`config.mk`:
```
export PLATFORM = sky130hd
export DESIGN_NAME = minsoc_clock_reset_ctrl
export DESIGN_NICKNAME = d
export VERILOG_FILES = /design/src/rtl/minsoc_clock_reset_ctrl.sv
export SDC_FILE = /design/constraint.sdc
export NUM_CORES = 1
export LEC_CHECK = 0
export BUFFER_PORTS_ARGS = -buffer_cell sky130_fd_sc_hd__buf_2
export CORE_MARGIN = 1
export CORE_UTILIZATION = 35
export CTS_BUF_LIST = sky130_fd_sc_hd__clkbuf_16
export DETAILED_ROUTE_END_ITERATION = 10
export PLACE_DENSITY_LB_ADDON = 0.2
export SKIP_CTS_REPAIR_TIMING = 1
export SLEW_MARGIN = 20
export SYNTH_ARGS = -nofsm -noshare
export SYNTH_HDL_FRONTEND = slang
export SYNTH_SLANG_ARGS = --single-unit
```
`constraint.sdc`:
```
create_clock -name clock -period 2.4 [get_ports clock]
set_input_delay 0.48 -clock clock [delete_from_list [all_inputs] [get_ports clock]]
set_output_delay 0.48 -clock clock [all_outputs]
set_load 0.05 [all_outputs]
```
`src/rtl/minsoc_clock_reset_ctrl.sv`:
```
// Clock/reset controller: synchronised board reset with fixed hold, software reset, NUM_CH divided clocks.
// Define MINSOC_RST_STAGGER_EN for staged per-channel reset release; undefined releases all resets together.
module minsoc_clock_reset_ctrl #(
    parameter int   NUM_CH   = 2,
    parameter int   DIV_W    = 8,
    parameter int   RST_HOLD = 16,
    parameter logic RST_POL  = 1'b1
) (
    input  logic                    clock,
    input  logic                    reset,
    input  logic                    sw_rst_i,
    input  logic [NUM_CH-1:0]       en_i,
    input  logic [NUM_CH*DIV_W-1:0] div_i,
    output logic                    rst_o,
    output logic [NUM_CH-1:0]       rst_ch_o,
    output logic [NUM_CH-1:0]       clk_o,
    output logic [NUM_CH-1:0]       tick_o,
    output logic                    ready_o
);
    // state   | meaning
    // HOLD    | all resets asserted, hold counter running while synchroniser is 1
    // STAGGER | rst_o released, channel resets released one per cycle
    // RUN     | everything released, sw_rst_i honoured
    typedef enum logic [1:0] {ST_HOLD, ST_STAGGER, ST_RUN} state_t;

    localparam int HC_W = $clog2(RST_HOLD) + 1;
    localparam int SG_W = 3;

    state_t            state_q, state_d;
    logic [HC_W-1:0]   hold_q, hold_d;
    logic [1:0]        sync_q;
    logic              rst_run_q, rst_run_d;
    logic              ready_q, ready_d;
    logic [NUM_CH-1:0] ch_run_q, ch_run_d;
`ifdef MINSOC_RST_STAGGER_EN
    logic [SG_W-1:0]   stg_q, stg_d;
`endif

    // Outputs are registered from the next-state decode so they change on the same edge as the FSM.
    always_ff @(posedge clock or negedge reset) begin
        if (!reset) begin
            sync_q    <= '0;
            state_q   <= ST_HOLD;
            hold_q    <= '0;
            rst_run_q <= 1'b0;
            ready_q   <= 1'b0;
            ch_run_q  <= '0;
`ifdef MINSOC_RST_STAGGER_EN
            stg_q     <= '0;
`endif
        end else begin
            sync_q    <= {sync_q[0], 1'b1};
            state_q   <= state_d;
            hold_q    <= hold_d;
            rst_run_q <= rst_run_d;
            ready_q   <= ready_d;
            ch_run_q  <= ch_run_d;
`ifdef MINSOC_RST_STAGGER_EN
            stg_q     <= stg_d;
`endif
        end
    end

    always_comb begin
        state_d = state_q;
        hold_d  = hold_q;
`ifdef MINSOC_RST_STAGGER_EN
        stg_d   = stg_q;
`endif
        case (state_q)
            ST_HOLD: begin
                if (sync_q[1]) begin
                    if (hold_q == HC_W'(RST_HOLD - 1)) begin
                        hold_d = '0;
`ifdef MINSOC_RST_STAGGER_EN
                        stg_d   = '0;
                        state_d = ST_STAGGER;
`else
                        state_d = ST_RUN;
`endif
                    end else begin
                        hold_d = hold_q + 1'b1;
                    end
                end
            end
`ifdef MINSOC_RST_STAGGER_EN
            ST_STAGGER: begin
                if (stg_q == SG_W'(NUM_CH - 1)) state_d = ST_RUN;
                else                            stg_d   = stg_q + 1'b1;
            end
`endif
            ST_RUN: begin
                if (sw_rst_i) begin
                    state_d = ST_HOLD;
                    hold_d  = '0;
                end
            end
            default: state_d = ST_HOLD;
        endcase
    end

    always_comb begin
        rst_run_d = (state_d != ST_HOLD);
        ready_d   = (state_d == ST_RUN);
        ch_run_d  = '0;
        for (int k = 0; k < NUM_CH; k++) begin
`ifdef MINSOC_RST_STAGGER_EN
            ch_run_d[k] = ready_d || (state_d == ST_STAGGER && int'(stg_d) > k);
`else
            ch_run_d[k] = ready_d;
`endif
        end
    end

    assign rst_o    = RST_POL ? ~rst_run_q : rst_run_q;
    assign rst_ch_o = RST_POL ? ~ch_run_q  : ch_run_q;
    assign ready_o  = ready_q;

    for (genvar k = 0; k < NUM_CH; k++) begin : g_ch
        logic [DIV_W-1:0] cnt_q, div_q, div_cur;
        logic             clk_q, tick_q, act_q;
        logic             active, first, wrap;

        // Dividers stop on the same edge a software reset reasserts the channel reset.
        assign active  = ch_run_q[k] & ch_run_d[k] & en_i[k];
        assign first   = active & ~act_q;
        assign div_cur = first ? div_i[k*DIV_W +: DIV_W] : div_q;
        assign wrap    = (cnt_q == div_cur);

        always_ff @(posedge clock or negedge reset) begin
            if (!reset) begin
                cnt_q  <= '0;
                div_q  <= '0;
                clk_q  <= 1'b0;
                tick_q <= 1'b0;
                act_q  <= 1'b0;
            end else if (!active) begin
                cnt_q  <= '0;
                clk_q  <= 1'b0;
                tick_q <= 1'b0;
                act_q  <= 1'b0;
            end else begin
                act_q  <= 1'b1;
                tick_q <= wrap & clk_q;
                if (wrap) begin
                    cnt_q <= '0;
                    clk_q <= ~clk_q;
                end else begin
                    cnt_q <= cnt_q + 1'b1;
                end
                // New divisor only at a period boundary so no half-period is cut or stretched.
                if (first || (wrap && clk_q)) div_q <= div_i[k*DIV_W +: DIV_W];
            end
        end

        assign clk_o[k]  = clk_q;
        assign tick_o[k] = tick_q;
    end

endmodule

```
# Word level (Yosys, flattened, before mapping)
# Index checks and enable logic that the tools add are counted.
# totals
reg_bits,50
wordCells,74
output_inout_bits,8
# op_classes
mux,22
bitwise,14
eq_ne,9
n_reduce_logical,10
n_addsub,3
# ops
op,count
$mux 8,6
$add 8x1->8 const B,2
$eq 8x8->1,2
$mux 5,3
$pmux 5 s2,1
$and 1x1->1,8
$mux 1,8
$mux 2,3
$add 5x1->5 const B,1
$eq 5x4->1 const B,1
$not 1->1,5
$eq 2x2->1 const B,2
$ne 2x1->1 const B,2
$ne 2x2->1 const B,2
$pmux 2 s2,1
$reduce_and 2->1,2
$reduce_bool 2->1,2
$reduce_and 3->1,1
$logic_and 1x1->1,2
$logic_not 2->1,1
$logic_or 1x1->1,2
$not 2->2,1

# Logic depth before layout (Yosys ltp)
# Gate-level depths: netlist of the first run.
# depth
word_depth,13
ltp_mapped,9
mapped_depth_nobuf,8

# Worst setup path before layout of the first run
# OpenSTA, ideal clock, no wires.
# synth_timing
kind,register to register
startpoint,register hold_q[0]
endpoint,register g_ch[0].div_q[1]
t_arrival_ns,2.245
path_slack_ns,0.030
setup_ns,0.125
period_less_slack_ns,2.370
path_stages_with_launch,9
required_time_ns,2.275
path_buffers,0
cell_sequence,dfrtp_1 -> ha_1 -> and4b_4 -> a22oi_4 -> inv_4 -> nand4b_4 -> mux2_4 -> o21ai_4 -> mux2_4
# synth_between
elab_chain_len,13
# synth_rtl
item,line_no,rtl
"start, declared",30,"logic [HC_W-1:0] hold_q, hold_d;"
"start signal, assigned",54,hold_q <= hold_d;
$eq 5x4->1 *,73,if (hold_q == HC_W'(RST_HOLD - 1)) begin
$mux 2 *,73,
$mux 2 *,72,if (sync_q[1]) begin
$pmux 2 s2 *,70,case (state_q)
via state_d[1],29,"state_t state_q, state_d;"
$eq 2x2->1 *,104,ready_d = (state_d == ST_RUN);
$and 1x1->1 * (2 in a row),125,assign active = ch_run_q[k] & ch_run_d[k] & en_i[k];
$and 1x1->1,126,assign first = active & ~act_q;
$mux 8,127,assign div_cur = first ? div_i[k*DIV_W +: DIV_W] : div_q;
$eq 8x8->1,128,assign wrap = (cnt_q == div_cur);
$logic_and 1x1->1,152,if (first || (wrap && clk_q)) div_q <= div_i[k*DIV_W +: DIV_W];
$logic_or 1x1->1,152,
$reduce_and 2->1 (no line) *,-,
"end signal, assigned",152,
"end, declared",120,"logic [DIV_W-1:0] cnt_q, div_q, div_cur;"
# Mark *: on every way through the listed nets, which the timed path passes. The rest lies on a longest branch.
# A chain may end at the register's enable or synchronous reset.

# Worst setup path after layout of the first run
# layout_timing
startpoint,register hold_q[0]
endpoint,register g_ch[1].div_q[1]
# layout_between
elab_chain_len,13
# layout_rtl
item,line_no
$eq 5x4->1 *,73
$mux 2 *,73
$mux 2 *,72
$pmux 2 s2 *,70
$eq 2x2->1 *,104
$and 1x1->1 * (2 in a row),125
$and 1x1->1,126
$mux 8,127
$eq 8x8->1,128
$logic_and 1x1->1,152
$logic_or 1x1->1,152
$reduce_and 2->1 (no line) *,-
"end signal, assigned",152
"end, declared",120
# Mark *: on every way between the ends. The rest lies on a longest branch, timed or not.

==> results of run 1 <==
==> metrics by stage <==
| stage | utilization [%] | power, W | worst slack [ns] | instance area, sq um | instances |
|---|---|---|---|---|---|
| after global placement | 40.4 | 0.00111 | 0.0761 | 2920 | 367 |
| after detailed placement | 40.4 | 0.00111 | 0.0244 | 2920 | 367 |
| after global routing | 42.7 | 0.00185 | 0.0251 | 3080 | 375 |
| after CTS | 42.2 | 0.00179 | 0.0179 | 3050 | 374 |
| after floorplan | - | 0.00101 | 0.0298 | 2590 | 236 |
| final | 42.7 | 0.00176 | 0.130 | 3080 | 375 |
==> flip-flops by register name, summed over array words and instances (netlist names) <==
register,cells
g_ch.tick_q,2
g_ch.cnt_q,16
sync_q,2
ch_run_q,1
g_ch.clk_q,2
hold_q,5
g_ch.div_q,16
state_q,2
g_ch.act_q,2
rst_run_q,1
==> synth_stat cells, types with 4 or more instances <==
cell type  instances
and3_1             5
buf_4              5
clkbuf_1           5
dfrtp_1           49
inv_1             18
mux2_4            13
mux2i_1            8
nand2_1            7
nand3_1           13
nor2_1            20
nor3_1             4
nor4_1             5
o21ai_0            6
xnor2_1           20
xor2_1            14
==> power groups by stage <==
stage | clock (W) | sequential (W) | combinational, W
4_1_cts | 0.000693 | 0.000903 | 0.000196
5_1_grt | 0.000722 | 0.000911 | 0.000218
6_report | 0.000662 | 0.000903 | 0.000193
3_5_place_dp | 0 | 0.000919 | 0.000195
3_3_place_gp | 0 | 0.000918 | 0.000194
2_1_floorplan | 0 | 0.000917 | 0.0000950
==> layer usage <==
metal / share of wire, % / wire (um) / vias to the layer above
li1: - / - / 875
met5: 0 / 0 / -
met2: 45 / 2250 / 27
met1: 50 / 2460 / 842
met3: 3.7 / 183 / 6
met4: 1.1 / 55 / 0
==> cell type report <==
cell class / instances / area, sq um / area share [%]
multi-input combinational: 157 / 1240 / 40.2
clock buffer: 5 / 125 / 4.06
tap: 99 / 124 / 4.02
inverter: 19 / 73.8 / 2.40
clock inverter: 2 / 7.51 / 0.244
timing repair buffer: 44 / 285 / 9.26
sequential: 49 / 1230 / 39.8
==> worst max-delay path by stage <==
| stage | startpoint | endpoint | slack (ns) |
|---|---|---|---|
| 3_5_place_dp | hold_q[0]$_DFFE_PN0P_ | g_ch[1].div_q[5]$_DFFE_PN0P_ | 0.02 |
| 6_report | hold_q[0]$_DFFE_PN0P_ | g_ch[1].div_q[1]$_DFFE_PN0P_ | 0.13 |
| 5_1_grt | hold_q[0]$_DFFE_PN0P_ | g_ch[1].div_q[1]$_DFFE_PN0P_ | 0.03 |
| 3_3_place_gp | hold_q[0]$_DFFE_PN0P_ | g_ch[0].div_q[2]$_DFFE_PN0P_ | 0.08 |
| 4_1_cts | hold_q[0]$_DFFE_PN0P_ | g_ch[1].div_q[1]$_DFFE_PN0P_ | 0.02 |
| 2_1_floorplan | hold_q[0]$_DFFE_PN0P_ | g_ch[0].div_q[1]$_DFFE_PN0P_ | 0.03 |
==> cell usage in the layout (no fill, tap or decap), types with 2 or more instances in the layout <==
cell,n
dfrtp_1,49
buf_2,28
nor2_1,20
xnor2_1,20
inv_1,19
xor2_1,14
buf_4,14
nand3_1,13
mux2_4,13
mux2i_1,8
nand2_1,7
o21ai_0,6
nor4_1,5
and3_1,5
clkbuf_16,5
nor3_1,4
o221ai_1,3
o22ai_1,3
ha_1,3
nand2b_1,2
o31ai_2,2
nand4_1,2
nor2b_1,2
o21ai_1,2
or2_2,2
or3_1,2
buf_12,2
conb_1,2
==> cell families (layout without fill, tap and decap cells) <==
logic type               Yosys count  after routing  share of synthesized area, %
other                              2              2                         0.290
AO/OA/AOI/OAI                     27             27                          8.35
XOR/XNOR                          34             34                          11.5
buffers and inverters             30             70                          5.45
adder cells (fa/ha/maj)            3              3                          1.45
flip-flops                        49             49                          47.3
multiplexers                      21             21                          10.6
AND/OR/NAND/NOR                   70             70                          15.1
==> impl_metrics.yaml, run 1 <==
clock_tree:
  clock_sinks: 49
  cts.htree.levels: 2
  cts_buffers: 5
  clockBufferDepth: 2
  cts_root_buf: "clkbuf_16"
  cts_tree: "yes"
  worstSkewPairLatency_ns: 0.29
  path_clk_slew_ns: 0.06
worst_setup_path:
  reg2reg_depth: 7
  crit_chain: "ha_1, and4b_4, a22oi_4, o21ai_1, a32o_2, o31a_4, mux2_4"
  crit_cells: 7
  r2r_start: "hold_q[0]$_DFFE_PN0P_"
  r2r_setup_slack_ns: 0.13
  path_class: "register to register"
  cp_slowest_cell: "o31a_4"
  regToRegEndpoint: "g_ch[1].div_q[1]$_DFFE_PN0P_"
  critPathMaxFanout: 8
  crit_family: "compound AO/OA/AOI/OAI gates"
  cp_data_arrival_time_ns: 2.44
  worstPathRequired_ns: 2.57
  end_kind: "register"
  start_kind: "register"
  slowest_delay_ns: 0.41
  path_buf_inv: 0
timing:
  slew_headroom_pct: 63.4
  fin_tns_setup_ns: 0
  finalSetupViolations: 0
  hold_viol: 0
  timing.final.crit_share_pct: 94.6
  worst_slew_pin_slew_ns: 0.548
  skew_ns: 0.00407
  worst_hold_slack_ns: 0.175
  period_needed_ns: 2.27
  fmax_mhz: 440
  drv_slew: 0
  rsz0062_at_grt: "false"
layout:
  syn_to_final_growth_pct: 18.8
  fill_cells: 726
  drive_above_1_share_pct: 27.5
  diodes: 0
  nets: 300
route:
  drc: 0
  drt-vias-per-instance: 4.67
  firstDrtPassIters: 4
  drt_wl_total_um: 4950
  routedWlPerCell_um: 13.2
  ant_nets: 0
  via_count: 1750
  drt_iter0_drc: 46
yosys:
  ys_seq_area_share_pct: 47.3
  synth_edf_count: 0
  yosysTopAreaCell: "dfrtp_1"
  syn-cell-area_sq_um: 2590
  ys_seq_elements: 49
  yosysTopAreaCellShare_pct: 47.3
  synth_cells: 236
  synthFlopType: "dfrtp_1"
  syn-num-nets: 260
  yosys.cell_types.count: 44
  syn_area_per_cell_sq_um: 11.0
  yosysWarnings: 0
  async_reset_ff_share_pct: 100
  synth.area.top_cells: "dfrtp_1 47%, mux2_4 7.5%, xnor2_1 6.8%"
pwr:
  p_comb_share_pct: 11.0
  p_sw_share_pct: 24.1
  seq_power_share_pct: 51.4
  power.switching_w: 0.000424
  p_leak_nw: 1.49
  peakVddDrop_mv: 0.249
  power.internal_w: 0.00133
  power.density_nw_per_um2: 570
  clkPwrFrac_pct: 37.7
die:
  die_x_um: 88.1
  die_area_sq_um: 7760
  start_util_pct: 36.0
  rows: 31
  ios: 29
  fp.dieH_um: 88.1
  core-area_sq_um: 7210
place:
  gp_congestion: 0.811
  dpl.hpwl_um: 3670
  port_buffers: 28
grt:
  grt_overflow: 0
  met1_usage_pct: 19.1
  antenna_found_initial: 0
  grtUsageMet3_pct: 3.96
  grt_pass1_vias: 1750
  grt_usage_pct: 14.1
  grt_max_degree: 27
  grt_pass1_wl_um: 8290
  met2_usage_pct: 22.2
  gr-max-usage-layer: "met2"
worst_hold_path:
  hp-class: "input port to asynchronous set/reset pin"
flow_run:
  cap_violations: 0
run_status:
  status: "finished, final reports clean"
No activity file was read; power rests on OpenSTA's default activity.
==> run 2, diff against run 1 <==
- clock period: 2.4 -> 2.7 ns (I/O delays scaled with it)
==> run 2 against run 1 <==
  * Global-route usage is 0.58 points lower
  * Non-clock buffer count is 12 lower
  * Register-to-register slack better by 0.03 ns
  * Routed wire length is 6.0% lower
  * Worst setup slack better by 0.025 ns
  * Critical path depth is 1 higher
  * Die area stayed put
  * Largest cell class is now sequential cells
==> impl_metrics.yaml, run 2 (synthesis gave the netlist of run 1 again) <==
run_status:
  status: "finished, final reports clean"
layout:
  final_common_cell: "dfrtp_1"
  largestRegisters: "g_ch.cnt_q x16, g_ch.div_q x16, hold_q x5"
  final_cell_mix: "49 x dfrtp_1, 28 x buf_2, 20 x nor2_1, 20 x xnor2_1, 18 x inv_1"
  syn_to_final_growth_pct: 16.2
  drive_above_1_share_pct: 24.5
  layout.cells.non_filler: 364
  nets: 288
  final_util_pct: 41.8
  diodes: 0
timing:
  skew_ns: 0.00762
  fmax_mhz: 393
  period_needed_ns: 2.55
  hold_viol: 0
  slew_headroom_pct: 57.9
  fin_tns_setup_ns: 0
  drv_slew: 0
  timing.final.crit_share_pct: 94.3
  worst_slew_pin_slew_ns: 0.632
  rsz0062_at_grt: "false"
  finalSetupViolations: 0
flow_run:
  cap_violations: 0
worst_setup_path:
  cp_slowest_cell: "dfrtp_1"
  end_kind: "register"
  r2r_start: "hold_q[0]$_DFFE_PN0P_"
  critPathLaunch: "hold_q[0]$_DFFE_PN0P_"
  worstPathRequired_ns: 2.88
  cpMostUsedCell: "mux2_4"
  slowest_delay_ns: 0.42
  cp-endpoint: "g_ch[0].div_q[2]$_DFFE_PN0P_"
  crit_chain: "ha_1, and4b_4, a22oi_4, inv_4, nand4b_4, mux2_4, o21ai_4, mux2_4"
  reg2reg_depth: 8
  start_kind: "register"
  regToRegEndpoint: "g_ch[0].div_q[2]$_DFFE_PN0P_"
  critPathMaxFanout: 8
  path_class: "register to register"
  cp_data_arrival_time_ns: 2.72
  r2r_setup_slack_ns: 0.15
route:
  drt-vias-per-instance: 4.66
  drt_wl_total_um: 4650
  ant_nets: 0
  drc: 0
  firstDrtPassIters: 4
  routedWlPerCell_um: 12.8
  via_count: 1697
  drt_iter0_drc: 61
die:
  die_x_um: 88.1
  fp.dieH_um: 88.1
  core-area_sq_um: 7210
  rows: 31
  ios: 29
  die_area_sq_um: 7760
  start_util_pct: 36.0
place:
  dpl.hpwl_um: 3370
  port_buffers: 28
  dp.cells: 356
  gp_congestion: 0.774
clock_tree:
  clock_sinks: 49
  cts.htree.levels: 2
  cts_buffers: 5
  cts_root_buf: "clkbuf_16"
  clockBufferDepth: 2
  path_clk_slew_ns: 0.07
  cts_tree: "yes"
  worstSkewPairLatency_ns: 0.29
grt:
  grt_max_degree: 50
  grt_overflow: 0
  met1_usage_pct: 18.7
  grt_pass1_wl_um: 7950
  grt_pass1_vias: 1666
  gr-max-usage-layer: "met2"
  grt_usage_pct: 13.5
  met2_usage_pct: 20.6
  antenna_found_initial: 0
  grtUsageMet3_pct: 3.68
pwr:
  p_leak_nw: 1.44
  power.density_nw_per_um2: 582
  peakVddDrop_mv: 0.270
worst_hold_path:
  hp-class: "input port to asynchronous set/reset pin"
==> run 2: cell count changes in the layout (fill, tap and decap cells not counted) <==
cell	delta
a21oi_1	+1
a21oi_2	-1
buf_12	-2
buf_4	-10
bufinv_16	+2
clkinv_1	-1
inv_1	-1
inv_6	+1
o31a_1	+1
o31a_4	-1
==> run 2: how the worst min path moves through the flow <==
stage,end,slack (ns),depth (start not counted)
6_report,g_ch[1].div_q[3]$_DFFE_PN0P_,0.34,2
3_5_place_dp,sync_q[1]$_DFF_PN0_,0.34,0
4_1_cts,sync_q[1]$_DFF_PN0_,0.35,0
5_1_grt,sync_q[1]$_DFF_PN0_,0.36,0
2_1_floorplan,ch_run_q[0]$_DFF_PN0_,0.24,0
3_3_place_gp,sync_q[1]$_DFF_PN0_,0.33,0
==> run 2: through the flow <==
stage	hold WS [ns]	area [sq um]	setup slack, ns	power, W
6_report	0.341	3010	0.155	0.00176
3_5_place_dp	0.337	2820	0.152	0.000960
2_1_floorplan	0.244	2590	0.330	0.000899
4_1_cts	0.352	3010	0.143	0.00178
5_1_grt	0.356	3010	0.0329	0.00184
3_3_place_gp	0.333	2820	0.226	0.000955
==> run 2: power by group <==
group | switching [W] | internal [W] | total [W]
registers | 0.0000376 | 0.000770 | 0.000807
logic | 0.0000762 | 0.0000603 | 0.000136
clock network | 0.000278 | 0.000534 | 0.000812
==> run 2: area by class of cell <==
type                            instances  area [sq um]
Fill cell                             722          4200
Sequential cell                        49          1230
Multi-Input combinational cell        157          1230
Timing Repair Buffer                   32           170
Clock buffer                            5           125
Tap cell                               99           124
Inverter                               19          73.8
Clock inverter                          3          68.8
==> run 2: metal layers <==
layer	vias up	part of all wire [%]	wire, um
met1	821	52	2430
li1	852	-	-
met3	4	3.2	150
met5	-	0	0
met2	20	44	2030
met4	0	0.99	46
==> run 2: worst max-delay path: cells and delay by family, from the launching register on <==
family          cells  cell delay (ns)
mux                 2             0.68
buf+inv             1             0.09
simple gates        2             0.35
compound gates      2             0.64
flops               1             0.42
fa+ha+maj           1             0.26
==> run 3, diff against run 2 <==
- ABC_AREA: default -> 1
- CORE_MARGIN: 1 -> default
==> run 3 against run 2 <==
  * Synthesized cell count up 60%
  * Worst hold slack worse by 0.17 ns
  * Power down 6.3%
  * Final area up 11%
  * Critical endpoint is now g_ch[1].div_q[4]$_DFFE_PN0P_
  * Routed wire length up 39%
  * Utilization up 0.48 points
  * Synthesized area up 12%
  * Flip-flop and latch count unchanged
  * Highest routed layer unchanged
  * Sequential share of layout area down 3.9 points
  * Via count up 45%
==> impl_metrics.yaml, run 3 <==
run_status:
  status: "finished, final reports clean"
die:
  ios: 29
  start_util_pct: 36.9
  die_area_sq_um: 8690
  die_x_um: 93.2
  fp.dieH_um: 93.2
  rows: 32
  core-area_sq_um: 7890
layout:
  seq_area_sq_um: 1230
  drive_above_1_share_pct: 17.0
  final_cell_mix: "100 x nand2_1, 78 x nand3_1, 53 x inv_1"
  final_cell_area_sq_um: 3330
  largestRegisters: "g_ch.cnt_q x16, g_ch.div_q x16, hold_q x5"
  fill_cells: 824
  nets: 431
  syn_to_final_growth_pct: 14.4
  final_common_cell: "nand2_1"
  multi_input_area_sq_um: 1400
  diodes: 0
route:
  routedWlPerCell_um: 12.7
  drt_wl_total_um: 6470
  drt_iter0_drc: 105
  firstDrtPassIters: 4
  via_count: 2466
  ant_nets: 0
  drt-vias-per-instance: 4.84
  drc: 0
clock_tree:
  worstSkewPairLatency_ns: 0.29
  cts_tree: "yes"
  clock_sinks: 49
  cts_root_buf: "clkbuf_16"
  clockBufferDepth: 2
  path_clk_slew_ns: 0.07
  cts.htree.levels: 2
  cts_buffers: 5
timing:
  slew_headroom_pct: 67.0
  drv_slew: 0
  timing.final.crit_share_pct: 89.9
  hold_viol: 0
  skew_ns: 0.00587
  rsz0062_at_grt: "false"
  worst_hold_slack_ns: 0.172
  timing.final.ws_setup_ns: 0.272
  fin_tns_setup_ns: 0
  period_needed_ns: 2.43
  finalSetupViolations: 0
  fmax_mhz: 412
  worst_slew_pin_slew_ns: 0.490
grt:
  grt_usage_pct: 15.9
  gr-max-usage-layer: "met2"
  met1_usage_pct: 21.1
  antenna_found_initial: 0
  grt_pass1_wl_um: 10900
  grt_pass1_vias: 2348
  grt_max_degree: 24
  met2_usage_pct: 26.4
  grtUsageMet3_pct: 3.01
  grt_overflow: 0
yosys:
  ys_seq_elements: 49
  syn_area_per_cell_sq_um: 7.73
  synth_edf_count: 0
  synth.area.top_cells: "dfrtp_1 42%, nand3_1 13%, nand2_1 13%"
  yosys.cell_types.count: 31
  synth_most_common_cell: "nand2_1"
  async_reset_ff_share_pct: 100
  yosysTopAreaCell: "dfrtp_1"
  ys_seq_area_share_pct: 42.1
  yosysWarnings: 0
  synth_commonest_cells: "100 x nand2_1, 78 x nand3_1, 53 x inv_1"
  synthFlopType: "dfrtp_1"
  synth_cells: 377
  yosysTopAreaCellShare_pct: 42.1
  syn-cell-area_sq_um: 2910
  syn-num-nets: 401
worst_setup_path:
  cp_data_arrival_time_ns: 2.61
  worstPathRequired_ns: 2.88
  start_kind: "register"
  end_kind: "register"
  path_class: "register to register"
  critPathMaxFanout: 12
place:
  pre_cts_ws_ns: 0.209
  post_dp_cell_area_sq_um: 3140
  dpl.hpwl_um: 4610
  gp_congestion: 0.809
  port_buffers: 28
worst_hold_path:
  hp-class: "input port to asynchronous set/reset pin"
pwr:
  power_w: 0.00165
  p_leak_nw: 1.77
  peakVddDrop_mv: 0.218
  power.density_nw_per_um2: 494
flow_run:
  cap_violations: 0
[run 3: cell types whose count changed after synthesis, moves of 7 or more]
cell and change:
nand3_1 +65, mux2i_1 -8, mux2_4 -13, nand2_1 +93, a21oi_1 +7, inv_1 +35
buf_2 +8, xor2_1 -9, xnor2_1 -18
[run 3: worst max-delay path, stage by stage (launching register included)]
cell and delay, ns:
dfrtp_1 0.37, ha_1 0.19, nand3_1 0.11, nor2_2 0.12, nand2_2 0.10, nand2_4 0.09
nand2_4 0.13, nor2_8 0.25, nand3_1 0.13, nand2_1 0.09, nand2_1 0.05, nand2_1 0.10
nand2_4 0.08, nor2_8 0.14, nand4_4 0.18, nand3_1 0.11, nand2_1 0.06
[run 3: per-stage QoR]
step	util [%]	std cells
after floorplan	-	377
after global placement	39.8	498
after detailed placement	39.8	498
after CTS	41.8	505
after global routing	42.3	509
final	42.3	509
[run 3: path summary, 6_finish.rpt]
| path | startpoint | cells past startpoint | endpoint | slack [ns] |
|---|---|---|---|---|
| setup / recovery | hold_q[0]$_DFFE_PN0P_ | 16 | g_ch[1].div_q[4]$_DFFE_PN0P_ | 0.27 |
| hold / removal | reset | 1 | rst_run_q$_DFF_PN0_ | 0.17 |
| setup reg to reg | hold_q[0]$_DFFE_PN0P_ | 16 | g_ch[1].div_q[4]$_DFFE_PN0P_ | 0.27 |
| hold reg to reg | sync_q[0]$_DFF_PN0_ | 0 | sync_q[1]$_DFF_PN0_ | 0.35 |
| max in group asynchronous | reset | 2 | g_ch[0].cnt_q[0]$_DFF_PN0_ | 1.94 |
| min in group clock | sync_q[0]$_DFF_PN0_ | 0 | sync_q[1]$_DFF_PN0_ | 0.35 |
[run 3: area by class of cell]
class / count / share of cell area (%)
inverters: 54 / 6.08
repair buffers: 36 / 6.38
well taps: 102 / 3.83
clock buffers: 5 / 3.75
clock inverters: 2 / 1.05
multi-input cells: 261 / 42.1
flip-flops and latches: 49 / 36.8
[run 3: logic make-up after synthesis]
group | share of synthesized area (%)
DFF | 42.1
other | 0.258
and+or+nand+nor | 41.5
buffers and inverters | 10.5
AOI/OAI and AO/OA | 2.28
adders and majority gates | 1.29
xor gates and xnor gates | 2.10
[run 3: metal layers]
metal  vias to the layer above  wire, um
met4                         0        94
met5                         -         0
li1                       1246         -
met3                         9       268
met1                      1162      3080
met2                        49      3020
[run 3: power breakdown]
group	switching (W)	leakage, nW	internal, W
Sequential	0.0000278	0.669	0.000768
Combinational	0.0000928	1.02	0.0000559
Clock	0.000270	0.0797	0.000431
